File: src/rtl/elastic_pipe_reg.sv
// DEPTH-stage elastic pipeline register with valid/ready handshake, bubble
// compression, occupancy count and synchronous flush. Optional stall counter: ELASTIC_PIPE_STALL_CNT_EN.
module elastic_pipe_reg #(
  parameter int WORD_LENGTH = 8,
  parameter int DEPTH       = 2,
  localparam int CNT_W      = $clog2(DEPTH + 1)
) (
  input  logic                   clk,
  input  logic                   rst,
  input  logic                   clr,
  input  logic                   in_valid,
  output logic                   in_ready,
  input  logic [WORD_LENGTH-1:0] in_data,
  output logic                   out_valid,
  input  logic                   out_ready,
  output logic [WORD_LENGTH-1:0] out_data,
`ifdef ELASTIC_PIPE_STALL_CNT_EN
  output logic [15:0]            stall_cnt,
`endif
  output logic [CNT_W-1:0]       count
);

  logic [DEPTH-1:0]       v;
  logic [WORD_LENGTH-1:0] d [DEPTH];
  logic [DEPTH-1:0]       rdy;
  logic [DEPTH-1:0]       vin;
  logic [WORD_LENGTH-1:0] din [DEPTH];
  logic                   in_xfer;
  logic                   out_xfer;

  // rdy[i] is true when any stage at or after i is empty, or the output drains;
  // computed with a running accumulator to avoid a self-referencing vector.
  always_comb begin
    logic acc;
    acc = out_ready;
    rdy = '0;
    for (int i = DEPTH - 1; i >= 0; i--) begin
      acc    = acc | ~v[i];
      rdy[i] = acc;
    end
  end

  assign in_ready  = rdy[0] & ~clr;
  assign in_xfer   = in_valid & in_ready;
  assign out_valid = v[DEPTH-1];
  assign out_data  = d[DEPTH-1];
  assign out_xfer  = out_valid & out_ready;

  always_comb begin
    vin    = '0;
    vin[0] = in_xfer;
    din[0] = in_data;
    for (int i = 1; i < DEPTH; i++) begin
      vin[i] = v[i-1];
      din[i] = d[i-1];
    end
  end

  always_ff @(posedge clk or posedge rst) begin
    if (rst) begin
      v <= '0;
      for (int i = 0; i < DEPTH; i++) d[i] <= '0;
    end else begin
      for (int i = 0; i < DEPTH; i++) begin
        if (clr)         v[i] <= 1'b0;
        else if (rdy[i]) v[i] <= vin[i];
        if (rdy[i] && vin[i]) d[i] <= din[i];
      end
    end
  end

  always_ff @(posedge clk or posedge rst) begin
    if (rst)      count <= '0;
    else if (clr) count <= '0;
    else          count <= count + CNT_W'(in_xfer) - CNT_W'(out_xfer);
  end

`ifdef ELASTIC_PIPE_STALL_CNT_EN
  // Saturating count of edges where a valid word is held back by downstream.
  always_ff @(posedge clk or posedge rst) begin
    if (rst)                                       stall_cnt <= '0;
    else if (clr)                                  stall_cnt <= '0;
    else if (out_valid && !out_ready && stall_cnt != 16'hFFFF) stall_cnt <= stall_cnt + 16'd1;
  end
`endif

endmodule

File: config.mk
export PLATFORM = sky130hd
export DESIGN_NAME = elastic_pipe_reg
export DESIGN_NICKNAME = d
export VERILOG_FILES = /design/src/rtl/elastic_pipe_reg.sv
export SDC_FILE = /design/constraint.sdc
export NUM_CORES = 1
export LEC_CHECK = 0
export ABC_AREA = 1
export CAP_MARGIN = 10
export CELL_PAD_IN_SITES_DETAIL_PLACEMENT = 2
export CELL_PAD_IN_SITES_GLOBAL_PLACEMENT = 2
export CORE_MARGIN = 2
export CORE_UTILIZATION = 25
export DETAILED_ROUTE_END_ITERATION = 10
export GPL_TIMING_DRIVEN = 0
export PLACE_DENSITY = 0.71
export RECOVER_POWER = 50
export SKIP_LAST_GASP = 1
export SLEW_MARGIN = 15
export SYNTH_ARGS = -nofsm -noshare
export SYNTH_HDL_FRONTEND = slang
export SYNTH_SLANG_ARGS = --single-unit
File: constraint.sdc
create_clock -name clk -period 1.5 [get_ports clk]
set_clock_uncertainty 0.05 [all_clocks]
set_input_delay 0.225 -clock clk [delete_from_list [all_inputs] [get_ports clk]]
set_output_delay 0.225 -clock clk [all_outputs]
set_load 0.03 [all_outputs]
==> flow_summary.ini <==
[final_layout]
multi_input_area_sq_um = 370
fill_cells = 441
layout-drive-gt1-share_pct = 23.2
register_area_sq_um = 502
area_delta_synth_final_pct = 40.8
fin_area_sq_um = 1350
fin_nets = 154
antenna_cells = 0

[timing]
tightest_slew_ns = 0.789
tns_ns = 0
setup-violations-final = 0
max_freq_mhz = 695
report.final.slew_viol_count = 0
fin_crit_sh_pct = 95.9
rsz0062_at_grt = yes
relSlewSlack_pct = 47.3
finalHoldViolCount = 0
fin_crit_ns = 1.44

[floorplanning]
dieWidth_microns = 66.0
num_rows = 22
die_h_microns = 66.0
core-area_sq_um = 3690
dieArea_sq_um = 4350
ioPinCount = 25
start_util_pct = 26.0

[clocking]
clock_sinks = 20
clock_path_buffers = 2
htree_levels = 1
clk_latency_ns = 0.26
path_clk_slew_ns = 0.07
cts_root_buf = clkbuf_8
cts_made_buffers = 3
cts_tree = done

[worst_setup_path]
cp_slowest_stage_delay_ns = 0.44
critPathCaptureType = output pin
cp_data_arrival_time_ns = 1.16
r2r_end = count[1]$_DFF_PP0_
crit_end = in_ready
crit_start = v[1]$_DFFE_PP0P_
worst-path-buf-inv = 3
worstPathCellList = nand3_4, buf_8, nand2_1, inv_1, buf_6
path_max_fanout = 8
timing.critical_path.required_ns = 1.22
slowest_stage = dfrtp_2
rr_startpoint = v[1]$_DFFE_PP0P_
start_kind = register
path_class = register to output pin
cp.depth = 5
cp_top_family = flip-flops
reg2reg_slack_ns = 0.10
rr_worst_depth = 8

[logic_synthesis]
ys_warn_count = 0
yosysMostFrequentCell = nand2_1
yosysTopAreaCell = dfrtp_1
synth_cells = 107
ys_top_cells_by_area = dfrtp_1, nand2_1, buf_4, nand4_1, nand3_1
yosysTopAreaCellShare_pct = 52.2
synth_seq_area_share_pct = 52.2
syn_area_sq_um = 960
synth_ff_type = dfrtp_1
synthDistinctLibCells = 18
synth_edf_count = 0
yosys-top-cells-count = nand2_1, dfrtp_1, buf_4
syn_area_per_cell_sq_um = 8.97
synthArstFlopShare_pct = 100
ys_ff_latch = 20
syn-num-nets = 122

[global_routing]
grt.total_usage_pct = 13.3
antenna_found_initial = 0
grt_pass1_vias = 939
grt_max_degree = 21
grt_pass1_wl_microns = 4210
gr-total-overflow = 0

[route]
wl_per_cell_microns = 13.2
avgViaCountPerCell = 4.34
vias = 808
antenna_left = 0
totalWireLength_microns = 2460
drc = 0
drtIter0Drc = 17
dr.pass1.iters = 4

[run_status]
status = finished clean

[power_and_ir_drop]
p_leak_uw = 0.000711
power_uw = 1450
power_density_nw_per_um2 = 1070
ir_worst_vdd_v = 0.000320

[placement]
hpwl_microns = 1780
gp_congestion = 0.697
place_area_sq_um = 1260
port_buffers = 23

[job]
drv_cap = 0

[worst_hold_path]
hp-class = input port to register
-- metrics by stage --
stage / setup slack (ns) / util [%] / cells / hold slack [ns]
final: 0.0619 / 36.6 / 186 / 0.241
after global routing: -0.0133 / 36.6 / 186 / 0.250
after CTS: -0.0249 / 35.0 / 183 / 0.238
after detailed placement: -0.611 / 34.1 / 178 / 0.413
after global placement: -0.597 / 34.1 / 178 / 0.405
after floorplan: -0.0103 / - / 107 / 0.139
-- flip-flops by register name, indices dropped and copies added (netlist names) --
| signal | cells |
|---|---|
| count | 2 |
| out_data | 8 |
| v | 2 |
| d | 8 |
-- timing repair --
action	CTS	global route
setup buffers	1	3
endpoints found under the setup margin	14	3
resized for setup	19	9
hold buffers	0	0
-- how the worst min path moves through the flow --
stage / slack (ns) / endpoint / cells past startpoint / from
6_report: 0.24 / d[8]$_DFFE_PP0P_ / 3 / in_valid
5_1_grt: 0.25 / d[11]$_DFFE_PP0P_ / 3 / in_valid
3_3_place_gp: 0.41 / d[11]$_DFFE_PP0P_ / 2 / d[11]$_DFFE_PP0P_
3_5_place_dp: 0.41 / out_data[2]$_DFFE_PP0P_ / 2 / out_data[2]$_DFFE_PP0P_
4_1_cts: 0.24 / d[8]$_DFFE_PP0P_ / 3 / in_valid
2_1_floorplan: 0.14 / count[0]$_DFF_PP0_ / 1 / rst
-- worst reg2reg max path, delay by kind of cell, from the launching register on --
family | cells | cell delay [ns]
simple gates | 5 | 0.38
fa+ha+maj | 2 | 0.42
flops | 1 | 0.44
buf+inv | 1 | 0.04
-- logic make-up (layout without fill, tap and decap cells) --
family | after synthesis | in the layout | synth area share (%)
and+or+nand+nor | 61 | 61 | 30.2
buffers and inverters | 21 | 52 | 13.0
DFF | 20 | 20 | 52.2
AOI/OAI and AO/OA | 3 | 3 | 1.95
adders and majority gates | 2 | 2 | 2.61
-- report_power, final --
| part | total [uW] | switching, uW | leakage, uW | internal (uW) |
|---|---|---|---|---|
| Clock | 375 | 185 | 0.0000228 | 190 |
| Combinational | 412 | 233 | 0.000436 | 179 |
| Sequential | 664 | 46.7 | 0.000253 | 617 |
-- layout make-up --
class / instances / share of cell area [%]
Multi-Input combinational cell: 66 / 27.4
Tap cell: 48 / 4.44
Inverter: 9 / 2.50
Sequential cell: 20 / 37.1
Clock buffer: 4 / 3.33
Timing Repair Buffer: 27 / 18.1
Buffer: 12 / 7.04
-- cell usage in the layout (no fill, tap or decap) --
cell type	Yosys	layout
inv_2	1	3
ha_4	0	2
nand4_1	8	8
a21oi_2	0	1
nand2_1	38	38
dfrtp_1	20	19
inv_1	8	6
o21ai_2	1	1
dfrtp_2	0	1
nand2_4	1	1
o21ai_0	1	1
clkbuf_8	0	3
nand3_1	9	9
buf_4	10	14
buf_6	1	1
buf_2	1	1
buf_8	0	1
nor2_1	2	2
clkbuf_1	0	1
dlygate4sd2_1	0	13
nand2_2	1	1
nand3_4	1	2
clkdlybuf4s50_1	0	9
-- routing by layer --
layer / up-vias / share of wire [%] / track usage [%]
met5: - / 0 / 0
met4: 0 / 2.9 / 8.42
met3: 5 / 3.4 / 1.70
met2: 16 / 55 / 26.1
met1: 391 / 39 / 12.8
li1: 396 / - / -
Power figures use the tool's default switching activity.
